File: config.mk
export PLATFORM = sky130hd
export DESIGN_NAME = button_conditioner
export DESIGN_NICKNAME = d
export VERILOG_FILES = /design/src/rtl/button_conditioner.sv
export SDC_FILE = /design/constraint.sdc
export NUM_CORES = 1
export LEC_CHECK = 0
export BUFFER_PORTS_ARGS = -buffer_cell sky130_fd_sc_hd__buf_2
export CORE_MARGIN = 2
export CORE_UTILIZATION = 50
export CTS_BUF_LIST = sky130_fd_sc_hd__clkbuf_2
export DETAILED_ROUTE_END_ITERATION = 7
export PLACE_DENSITY = 0.68
export SLEW_MARGIN = 40
export SYNTH_ARGS = -nofsm -noshare
export SYNTH_HDL_FRONTEND = slang
export SYNTH_SLANG_ARGS = --single-unit
File: constraint.sdc
create_clock -name clock -period 5.25 [get_ports clock]
set_clock_uncertainty 0.2 [all_clocks]
set_input_delay 0 -clock clock [delete_from_list [all_inputs] [get_ports clock]]
set_output_delay 0 -clock clock [all_outputs]
set_load 0.05 [all_outputs]
File: src/rtl/button_conditioner.sv
// Push-button front end: 2-flop synchroniser, per-channel debounce FSM, and
// registered level / press / release / long-press outputs for downstream FSMs.
module button_conditioner #(
    parameter int NUM_BUTTONS     = 2,
    parameter int DEBOUNCE_CYCLES = 250000,
    parameter int LONG_CYCLES     = 25000000,
    parameter int CNT_WIDTH       = 25
) (
    input  logic                   clock,
    input  logic                   reset,
    input  logic [NUM_BUTTONS-1:0] button_raw,
    output logic [NUM_BUTTONS-1:0] button_level,
    output logic [NUM_BUTTONS-1:0] button_press,
    output logic [NUM_BUTTONS-1:0] button_release,
    output logic [NUM_BUTTONS-1:0] button_long
);

    typedef enum logic [1:0] {
        STABLE_LOW  = 2'd0,
        WAIT_HIGH   = 2'd1,
        STABLE_HIGH = 2'd2,
        WAIT_LOW    = 2'd3
    } state_t;

    localparam logic [CNT_WIDTH-1:0] DEB_LAST  = CNT_WIDTH'(DEBOUNCE_CYCLES - 1);
    localparam logic [CNT_WIDTH-1:0] LONG_LAST = CNT_WIDTH'(LONG_CYCLES - 1);

    logic [NUM_BUTTONS-1:0] r_sync1;
    logic [NUM_BUTTONS-1:0] r_sync2;
    state_t                 r_state [NUM_BUTTONS];
    logic [CNT_WIDTH-1:0]   r_cnt   [NUM_BUTTONS];
    logic [CNT_WIDTH-1:0]   r_hold  [NUM_BUTTONS];
    logic [NUM_BUTTONS-1:0] r_long_done;
    logic [NUM_BUTTONS-1:0] r_level;
    logic [NUM_BUTTONS-1:0] r_press;
    logic [NUM_BUTTONS-1:0] r_release;
    logic [NUM_BUTTONS-1:0] r_long;

    // The FSM only ever looks at r_sync2; r_sync1 may go metastable.
    always_ff @(posedge clock) begin
        if (reset) begin
            r_sync1 <= '0;
            r_sync2 <= '0;
        end else begin
            r_sync1 <= button_raw;
            r_sync2 <= r_sync1;
        end
    end

    always_ff @(posedge clock) begin
        if (reset) begin
            for (int i = 0; i < NUM_BUTTONS; i++) begin
                r_state[i] <= STABLE_LOW;
                r_cnt[i]   <= '0;
                r_hold[i]  <= '0;
            end
            r_long_done <= '0;
            r_level     <= '0;
            r_press     <= '0;
            r_release   <= '0;
            r_long      <= '0;
        end else begin
            r_press   <= '0;
            r_release <= '0;
            r_long    <= '0;
            for (int i = 0; i < NUM_BUTTONS; i++) begin
                case (r_state[i])
                    STABLE_LOW: begin
                        r_level[i] <= 1'b0;
                        if (r_sync2[i]) begin
                            r_state[i] <= WAIT_HIGH;
                            r_cnt[i]   <= '0;
                        end
                    end
                    WAIT_HIGH: begin
                        if (!r_sync2[i]) begin
                            r_state[i] <= STABLE_LOW;
                        end else if (r_cnt[i] == DEB_LAST) begin
                            r_state[i]     <= STABLE_HIGH;
                            r_level[i]     <= 1'b1;
                            r_press[i]     <= 1'b1;
                            r_hold[i]      <= '0;
                            r_long_done[i] <= 1'b0;
                        end else begin
                            r_cnt[i] <= r_cnt[i] + CNT_WIDTH'(1);
                        end
                    end
                    STABLE_HIGH: begin
                        if (!r_sync2[i]) begin
                            r_state[i] <= WAIT_LOW;
                            r_cnt[i]   <= '0;
                        end else if (!r_long_done[i]) begin
                            if (r_hold[i] == LONG_LAST) begin
                                r_long[i]      <= 1'b1;
                                r_long_done[i] <= 1'b1;
                            end else begin
                                r_hold[i] <= r_hold[i] + CNT_WIDTH'(1);
                            end
                        end
                    end
                    WAIT_LOW: begin
                        // A bounce back to high resumes the same press: hold and long_done are kept.
                        if (r_sync2[i]) begin
                            r_state[i] <= STABLE_HIGH;
                        end else if (r_cnt[i] == DEB_LAST) begin
                            r_state[i]   <= STABLE_LOW;
                            r_level[i]   <= 1'b0;
                            r_release[i] <= 1'b1;
                        end else begin
                            r_cnt[i] <= r_cnt[i] + CNT_WIDTH'(1);
                        end
                    end
                    default: begin
                        r_state[i] <= STABLE_LOW;
                        r_level[i] <= 1'b0;
                    end
                endcase
            end
        end
    end

    assign button_level   = r_level;
    assign button_press   = r_press;
    assign button_release = r_release;
    assign button_long    = r_long;

endmodule
==> impl_metrics.toml <==
[global_route]
antenna_found_initial = 0
grt.overflow.total = 0
grt_usage = 0.1845
grt_pass1_wl_um = 19260
grt_max_degree = 27
grt_pass1_vias = 4122

[placement]
dp_hpwl_um = 7445
io_buffer_count = 11
place_ws_ps = 2208
gp_congestion = 0.8226
dp_cells = 758
dpl_cell_area_um2 = 6431

[sta]
finalCriticalPeriod_ps = 3064
finalHoldViolCount = 0
period_share = 0.5836
rsz0062_at_grt = "false"
setup_ws_ps = 2186
worst_pin_slew_ps = 732.3
tns_ps = 0
maxSlewViolCount = 0
max_freq_ghz = 0.3264
relSlewSlack = 0.5080
setup_violations = 0

[power_and_ir_drop]
vdd_drop_max_v = 0.0002075
power.density_nw_per_um2 = 337.7
leakagePower_nw = 2.159

[status]
status = "finished, final reports clean"

[cts]
cts_tree = "built"
cts.sinks = 118
cts_made_buffers = 17
clk_latency_ps = 680
clk_path_buf_depth = 2
path_clk_slew_ps = 160
cts_resized = 0
cts-root-buf = "clkbuf_2"
h-tree-depth = 4

[synth]
ys_seq_area_frac = 0.5466
synthArstFlopShare = 0
synth_cell_types = 48
synth-seq-cells = 118
postSynthAreaPerCell_um2 = 10.43
yosysTopAreaCellShare = 0.5016
syn_nets = 605
yosys_warnings = 0
syn-instance-count = 597
synth-main-ff-cell = "edfxtp_1"
synth_edf_count = 104
synthesis.area_um2 = 6226
yosys-top-cells-area = "edfxtp_1, nor2_1, xnor2_1, xor2_1, dfxtp_1"
synth_top_area_cell = "edfxtp_1"

[layout]
final_common_cell = "nor2_1"
drive_above_1_share = 0.09539
layout.nets = 624
mostFrequentLayoutCells = "nor2_1, edfxtp_1, xnor2_1"
fin_area_um2 = 6738
utilization = 0.5586
diodes = 0
nFillCells = 1026
stdcell_count = 797
syn_to_final_growth_pct = 8.219

[floorplan]
die_w_um = 115.6
io_pins = 12
start_util = 0.5162
placementRows = 40
die_h_um = 115.6
dieArea_um2 = 13360
core_um2 = 12060

[hold_path]
min_to = "r_sync2[1]"
min_path_type = "in -> reg"
min_path_cells = 3
min_from = "reset"

[critical_path]
r2r_start = "r_cnt[0][10]"
critPathLaunchType = "register"
end_kind = "register"
r2r_slack_ps = 2190
cp_max_fo = 25
r2r_end = "r_hold[0][14]"
worstSetupPathType = "reg -> reg"
crit_required_ps = 5400
reg2regPathDepth = 6
arrival_ps = 3210

[drt]
viasPerCell = 5.476
wl_per_cell_um = 14.32
drt-total-wl_um = 11410
ant_nets = 0
drtIter0Drc = 326
vias = 4364
drc = 0
first_pass_iters = 5

[run]
cap_violations = 0
## stage by stage
step	power, W	hold WS [ps]
after CTS	0.002292	18.77
after global placement	0.001684	15.04
after floorplan	0.001615	-71.82
final	0.002275	74.21
after global routing	0.002408	23.01
after detailed placement	0.001700	24.75
## layout make-up
cell class	count	area [um2]	share of cell area
Clock buffer	18	90.09	0.01337
Clock inverter	14	140.1	0.02080
Inverter	15	56.30	0.008357
Timing Repair Buffer	19	132.6	0.01968
Multi-Input combinational cell	445	2705	0.4015
Tap cell	168	210.2	0.03120
Sequential cell	118	3403	0.5051
## metal layers
metal / wire length (um) / global-route usage / vias to the layer above
met3: 502 / 0.05753 / 11
met1: 5713 / 0.2602 / 2101
li1: - / - / 2186
met5: 0 / 0 / -
met2: 5064 / 0.2682 / 66
met4: 133 / 0.06988 / 0
## sequential cells by signal, summed over array words and instances (netlist names)
register	count
r_sync2	2
button_level	2
r_hold	50
r_sync1	2
button_long	2
r_long_done	2
r_cnt	50
button_release	2
button_press	2
r_state	4
## repair_timing
action                     in CTS  in global routing
setup endpoints to repair       0                  0
buffers inserted                0                  0
hold endpoints to repair       41                  0
hold buffers                    7                  0
## power by group
group          internal (W)  switching [W]  leakage (nW)
Sequential          0.00120       0.000173          1.21
Clock              0.000255       0.000334         0.142
Combinational      0.000135       0.000183         0.803
## worst max-delay path by stage
stage,slack (ps),start,end,cells after the start
2_1_floorplan,90,r_cnt[0][10],r_hold[0][0],5
3_3_place_gp,1990,r_hold[1][15],r_hold[1][20],5
3_5_place_dp,2210,r_hold[0][0],r_hold[0][3],7
4_1_cts,2190,r_hold[0][0],r_hold[0][14],7
5_1_grt,2020,r_hold[1][2],r_hold[1][8],5
6_report,2190,r_cnt[0][10],r_hold[0][14],6
## logic make-up after synthesis
family                   after synthesis  synth area share
AND/OR/NAND/NOR                      321            0.2578
flip-flops                           118            0.5466
AO/OA/AOI/OAI                         24           0.02653
adder cells (fa/ha/maj)                4          0.008039
buffers and inverters                 34           0.02592
XOR/XNOR                              96            0.1350
## Yosys cell counts (5+ instances only)
| library cell | number |
|---|---|
| edfxtp_1 | 104 |
| nor4b_1 | 6 |
| a21oi_1 | 5 |
| buf_2 | 6 |
| nor4_1 | 16 |
| nand2_1 | 37 |
| xor2_1 | 47 |
| clkbuf_1 | 8 |
| nand3_1 | 40 |
| and4_1 | 7 |
| and3_1 | 15 |
| o21ai_0 | 5 |
| nor3_1 | 17 |
| nand4_1 | 27 |
| or3_1 | 5 |
| dfxtp_1 | 14 |
| xnor2_1 | 49 |
| inv_1 | 15 |
| nor2_1 | 126 |
## worst max-delay path: stages (launching register included)
cell and delay [ps]:
edfxtp_1 490, nor4b_1 350, nand4_1 170, nor3_1 640, nand2_1 270, o311ai_2 270, buf_4 360
(Power assumes the default switching activity.)
